$ cat src/rtl/circle_path_ctrl.sv
// Six-digit circle display sequencer: 12-step loop, programmable rate.
// Define CIRCLE_BOUNCE_EN for ping-pong motion between pos 0 and 11.
module circle_path_ctrl #(
    parameter int TICK_DIV = 12_500_000
) (
    input  logic       clk_i,
    input  logic       rst_i,
    input  logic       start_i,
    input  logic       stop_i,
    input  logic       pause_i,
    input  logic       dir_i,
    input  logic [1:0] speed_i,
    output logic [2:0] col_o,
    output logic       row_o,
    output logic       step_o,
    output logic       lap_o,
    output logic       busy_o
);

    localparam int CW = $clog2(TICK_DIV);

    typedef enum logic [1:0] {
        IDLE  = 2'd0,
        RUN   = 2'd1,
        PAUSE = 2'd2
    } state_t;

    state_t        r_state;
    state_t        w_state_nx;
    logic [3:0]    r_pos;
    logic [3:0]    w_pos_nx;
    logic [3:0]    w_pos_step;
    logic [3:0]    w_mirror;
    logic [CW-1:0] r_cnt;
    logic [CW-1:0] w_cnt_nx;
    logic [31:0]   w_limit;
    logic          w_tick;
    logic          w_fwd;
    logic          w_lap_step;
    logic          w_step_nx;
    logic          w_lap_nx;
    logic [2:0]    w_col_nx;
    logic          w_row_nx;

    logic [2:0]    r_col;
    logic          r_row;
    logic          r_step;
    logic          r_lap;
    logic          r_busy;

    // >= so a speed increase past the current count ticks at once
    assign w_limit = (32'(TICK_DIV) >> speed_i) - 32'd1;
    assign w_tick  = {{(32-CW){1'b0}}, r_cnt} >= w_limit;

`ifdef CIRCLE_BOUNCE_EN
    logic r_dir;
    logic w_dir_nx;

    always_comb begin
        w_fwd = ~r_dir;
        if (r_pos == 4'd0) begin
            w_fwd = 1'b1;
        end else if (r_pos == 4'd11) begin
            w_fwd = 1'b0;
        end
    end
`else
    assign w_fwd = ~dir_i;
`endif

    always_comb begin
        w_pos_step = r_pos;
        w_lap_step = 1'b0;
        if (w_fwd) begin
            if (r_pos >= 4'd11) begin
                w_pos_step = 4'd0;
                w_lap_step = 1'b1;
            end else begin
                w_pos_step = r_pos + 4'd1;
            end
        end else begin
            if (r_pos == 4'd0) begin
                w_pos_step = 4'd11;
                w_lap_step = 1'b1;
            end else begin
                w_pos_step = r_pos - 4'd1;
            end
        end
`ifdef CIRCLE_BOUNCE_EN
        w_lap_step = w_fwd ? (w_pos_step == 4'd11)
                           : (w_pos_step == 4'd0);
`endif
    end

    always_comb begin
        w_state_nx = r_state;
        w_pos_nx   = r_pos;
        w_cnt_nx   = r_cnt;
        w_step_nx  = 1'b0;
        w_lap_nx   = 1'b0;
`ifdef CIRCLE_BOUNCE_EN
        w_dir_nx   = r_dir;
`endif
        unique case (r_state)
            IDLE: begin
                w_pos_nx = 4'd0;
                w_cnt_nx = '0;
                if (start_i && !stop_i) begin
                    w_state_nx = RUN;
`ifdef CIRCLE_BOUNCE_EN
                    w_dir_nx   = dir_i;
`endif
                end
            end
            RUN: begin
                if (stop_i) begin
                    w_state_nx = IDLE;
                    w_pos_nx   = 4'd0;
                    w_cnt_nx   = '0;
                end else if (pause_i) begin
                    w_state_nx = PAUSE;
                end else if (w_tick) begin
                    w_cnt_nx  = '0;
                    w_pos_nx  = w_pos_step;
                    w_step_nx = 1'b1;
                    w_lap_nx  = w_lap_step;
`ifdef CIRCLE_BOUNCE_EN
                    w_dir_nx  = ~w_fwd;
`endif
                end else begin
                    w_cnt_nx = r_cnt + CW'(1);
                end
            end
            PAUSE: begin
                if (stop_i) begin
                    w_state_nx = IDLE;
                    w_pos_nx   = 4'd0;
                    w_cnt_nx   = '0;
                end else if (!pause_i) begin
                    w_state_nx = RUN;
                end
            end
            default: begin
                w_state_nx = IDLE;
                w_pos_nx   = 4'd0;
                w_cnt_nx   = '0;
            end
        endcase
    end

    assign w_mirror = 4'd11 - w_pos_nx;

    always_comb begin
        w_col_nx = 3'd7;
        w_row_nx = 1'b0;
        if (w_state_nx != IDLE) begin
            if (w_pos_nx < 4'd6) begin
                w_col_nx = w_pos_nx[2:0];
                w_row_nx = 1'b1;
            end else begin
                w_col_nx = w_mirror[2:0];
            end
        end
    end

    always_ff @(posedge clk_i) begin
        if (rst_i) begin
            r_state <= IDLE;
            r_pos   <= 4'd0;
            r_cnt   <= '0;
            r_col   <= 3'd7;
            r_row   <= 1'b0;
            r_step  <= 1'b0;
            r_lap   <= 1'b0;
            r_busy  <= 1'b0;
        end else begin
            r_state <= w_state_nx;
            r_pos   <= w_pos_nx;
            r_cnt   <= w_cnt_nx;
            r_col   <= w_col_nx;
            r_row   <= w_row_nx;
            r_step  <= w_step_nx;
            r_lap   <= w_lap_nx;
            r_busy  <= (w_state_nx != IDLE);
        end
    end

`ifdef CIRCLE_BOUNCE_EN
    always_ff @(posedge clk_i) begin
        if (rst_i) begin
            r_dir <= 1'b0;
        end else begin
            r_dir <= w_dir_nx;
        end
    end
`endif

    assign col_o  = r_col;
    assign row_o  = r_row;
    assign step_o = r_step;
    assign lap_o  = r_lap;
    assign busy_o = r_busy;

endmodule

$ cat config.mk
export PLATFORM = sky130hd
export DESIGN_NAME = circle_path_ctrl
export DESIGN_NICKNAME = d
export VERILOG_FILES = /design/src/rtl/circle_path_ctrl.sv
export SDC_FILE = /design/constraint.sdc
export NUM_CORES = 1
export LEC_CHECK = 0
export ABC_CLOCK_PERIOD_IN_PS = 5300
export CAP_MARGIN = 15
export CELL_PAD_IN_SITES_DETAIL_PLACEMENT = 1
export CELL_PAD_IN_SITES_GLOBAL_PLACEMENT = 2
export CORE_ASPECT_RATIO = 1.25
export CORE_MARGIN = 1
export CORE_UTILIZATION = 38
export CTS_BUF_LIST = sky130_fd_sc_hd__clkbuf_8 sky130_fd_sc_hd__clkbuf_16
export CTS_CLUSTER_DIAMETER = 80
export CTS_CLUSTER_SIZE = 25
export DETAILED_ROUTE_END_ITERATION = 8
export GPL_ROUTABILITY_DRIVEN = 1
export PLACE_DENSITY = 0.9
export RECOVER_POWER = 100
export SYNTH_ARGS = -nofsm -noshare
export SYNTH_HDL_FRONTEND = slang
export SYNTH_SLANG_ARGS = --single-unit
$ cat constraint.sdc
create_clock -name clk_i -period 5.3 [get_ports clk_i]
set_input_delay 0.795 -clock clk_i [delete_from_list [all_inputs] [get_ports clk_i]]
set_output_delay 0.795 -clock clk_i [all_outputs]
set_load 0.03 [all_outputs]
==> out/metrics.yaml <==
logic_synthesis:
  ys.flop_type: "dfxtp_1"
  synth_edf_count: 0
  synth_area_leader_cell: "dfxtp_1"
  ys_ff_latch: 37
  syn_inst: 333
  syn_area_um2: 2590
  synth_warnings: 0
  synth.top_cell.area_share: 0.286
  syn_area_per_cell_um2: 7.78
  yosysSeqAreaShare: 0.286
  yosysUniqueCellTypes: 52
  netlist_top_cells_area: "dfxtp_1 (29%), ha_1 (14%), a21oi_1 (7.5%)"
  synth_async_sr_flop_share: 0
floorplanning:
  fp-row-count: 33
  dieArea_um2: 7150
  die_w_um: 75.8
  start_util: 0.395
  core-area_um2: 6570
  fp.dieH_um: 94.3
  io_pins: 15
critical_path:
  rrSetupSlack_ps: 2160
  critPathArrivalTime_ps: 4620
  worstReg2RegEnd: "r_cnt[17]$_SDFFE_PP0P_"
  critical_path.startpoint: "speed_i[0]"
  worstSetupPathType: "in -> reg"
  crit_required_ps: 5530
  start_kind: "input port"
  ff2ff_path_depth: 10
  r2r_start: "r_state[1]$_SDFF_PP0_"
  end_kind: "flop"
  critical_path_peak_fanout: 27
routing:
  drc: 0
  wl_per_cell_um: 15.2
  met3_length_um: 154
  routed_wirelength_um: 6590
  ant_nets: 0
  dr_wl_met2_um: 3370
  wl_met1_um: 2990
  routed.top_layer: "met4"
  via_count: 2417
  via_per_inst: 5.57
  drt_first_pass_iters: 4
  drtIter0Drc: 62
timing:
  fin_crit_sh: 0.828
  fin_crit_ps: 4390
  hold_ws_ps: 512
  fin_setup_tns_ps: 0
  setup_slack_ps: 913
  clock.fmax_mhz: 228
  final_max_slew_viol_count: 0
  tightest_slew_ps: 917
  clock_skew_ps: 9.79
  relSlewSlack: 0.389
  setup_viol: 0
  report.final.hold_viol_count: 0
  rsz0062_at_grt: "no"
min_path:
  hold_end: "r_cnt[19]$_SDFFE_PP0P_"
  hold_start: "r_cnt[19]$_SDFFE_PP0P_"
  min_delay_path_depth: 2
  hold_path_class: "reg -> reg"
pwr:
  pwr-share-clk: 0.357
  leakage_nw: 1.15
  seqPwrFrac: 0.504
  internal_power_uw: 413
  ir_worst_vdd_mv: 0.136
  p_per_area_nw_per_um2: 197
  power_frac_comb: 0.139
  netSwitchingFraction: 0.272
  power_switching_uw: 154
global_routing:
  grtUsageTotal: 0.203
  grt_max_degree: 32
  grt_pass1_wl_um: 11000
  gr-total-overflow: 0
  first_global_vias: 2440
  antenna_found_initial: 0
cells_and_area:
  drive_gt1_frac: 0.0461
  final_area_um2: 2880
  syn_to_final_growth_pct: 11.1
  num-nets-final: 383
  antennaDiodeCount: 0
  mostFrequentLayoutCells: "a21oi_1 (39), dfxtp_1 (37), nor2_1 (31)"
  final_common_cell: "a21oi_1"
clock_network:
  cts_root_buffer: "clkbuf_8"
  clock_path_buffers: 2
  cts_tree: "yes"
  clk_pin_slew_worst_paths_ps: 80
  cts_setup_buffers: 0
  cts_max_level: 2
  numClockSinks: 37
  hold_buffers: 0
  cts_resized: 0
  clk_latency_ps: 290
  tritoncts.num_buffers: 5
place:
  routabilityCongestion: 0.780
  dp_slack_ps: 949
  io_buffers: 14
  hpwl_um: 5010
  dpl_cell_area_um2: 2800
flow_run:
  maxCapViolCount: 0
run_status:
  outcome: "complete, no violations"
-- flip-flops by register name (all words and copies together), names as in the netlist --
name / flops
step_o: 1
r_state: 2
r_cnt: 24
r_pos: 4
col_o: 3
row_o: 1
lap_o: 1
busy_o: 1
-- critical path, stage by stage --
cell and delay (ps):
dlygate4sd3_1 670, inv_1 140, nor2_1 210, inv_1 70
ha_1 290, ha_1 290, a21oi_1 150, a21o_1 130
a311oi_1 80, o21a_1 240, or3_1 370, clkbuf_1 400
or4_1 620, a21oi_1 150
-- cell families after synthesis --
family / count (synthesis) / share of synthesized area
muxes: 1 / 0.00386
adders and majority gates: 29 / 0.140
and+or+nand+nor: 126 / 0.260
AOI/OAI and AO/OA: 101 / 0.236
buffers and inverters: 35 / 0.0599
other: 1 / 0.00145
xor gates and xnor gates: 3 / 0.0130
DFF: 37 / 0.286
-- Yosys cell counts, types with 2 or more instances --
| cell type | instances |
|---|---|
| a21oi_1 | 39 |
| o31ai_1 | 3 |
| nand3_1 | 12 |
| buf_6 | 3 |
| clkbuf_1 | 8 |
| dfxtp_1 | 37 |
| nor2_1 | 31 |
| or3b_1 | 6 |
| or2_2 | 2 |
| a2bb2oi_1 | 3 |
| xnor2_1 | 2 |
| nor3_1 | 5 |
| o2bb2ai_1 | 3 |
| and3_1 | 6 |
| a21o_1 | 5 |
| o21ai_0 | 29 |
| nor2b_1 | 6 |
| and2_1 | 4 |
| inv_1 | 23 |
| ha_1 | 28 |
| or3_1 | 10 |
| o211ai_1 | 2 |
| nor4_1 | 3 |
| nor3b_1 | 3 |
| nand2_1 | 23 |
| nand4_1 | 8 |
| a31oi_1 | 4 |
-- routing by layer --
| metal | vias to the layer above | track usage |
|---|---|---|
| met4 | 0 | 0.0694 |
| met3 | 7 | 0.0365 |
| met5 | - | 0 |
| li1 | 1224 | - |
| met1 | 1161 | 0.226 |
| met2 | 25 | 0.373 |
-- stage by stage --
step,util,std cells,power (mW)
after floorplan,-,334,0.347
after global routing,0.438,434,0.593
after CTS,0.440,434,0.580
after detailed placement,0.427,427,0.374
final,0.438,434,0.568
after global placement,0.427,427,0.373
-- power groups by stage --
stage / sequential, mW / combinational [mW] / clock (mW)
3_3_place_gp: 0.292 / 0.0804 / 0
6_report: 0.286 / 0.0791 / 0.203
4_1_cts: 0.286 / 0.0826 / 0.212
3_5_place_dp: 0.292 / 0.0820 / 0
5_1_grt: 0.286 / 0.0893 / 0.217
2_1_floorplan: 0.300 / 0.0465 / 0
-- cell type report --
class,instances,area (um2)
sequential,37,741
clock buffer,6,82.6
timing repair buffer,18,163
fill,822,3690
multi-input combinational,262,1690
tap,87,109
clock inverter,1,3.75
inverter,23,86.3
-- worst max-delay path by stage --
stage	slack [ps]	endpoint	cells after the start
6_report	910	r_cnt[17]$_SDFFE_PP0P_	14
3_3_place_gp	1040	r_cnt[17]$_SDFFE_PP0P_	14
2_1_floorplan	1940	r_cnt[17]$_SDFFE_PP0P_	13
4_1_cts	1250	r_cnt[17]$_SDFFE_PP0P_	14
5_1_grt	530	r_cnt[18]$_SDFFE_PP0P_	15
3_5_place_dp	950	r_cnt[17]$_SDFFE_PP0P_	14
Note: power is estimated with default switching activity, not from simulation.
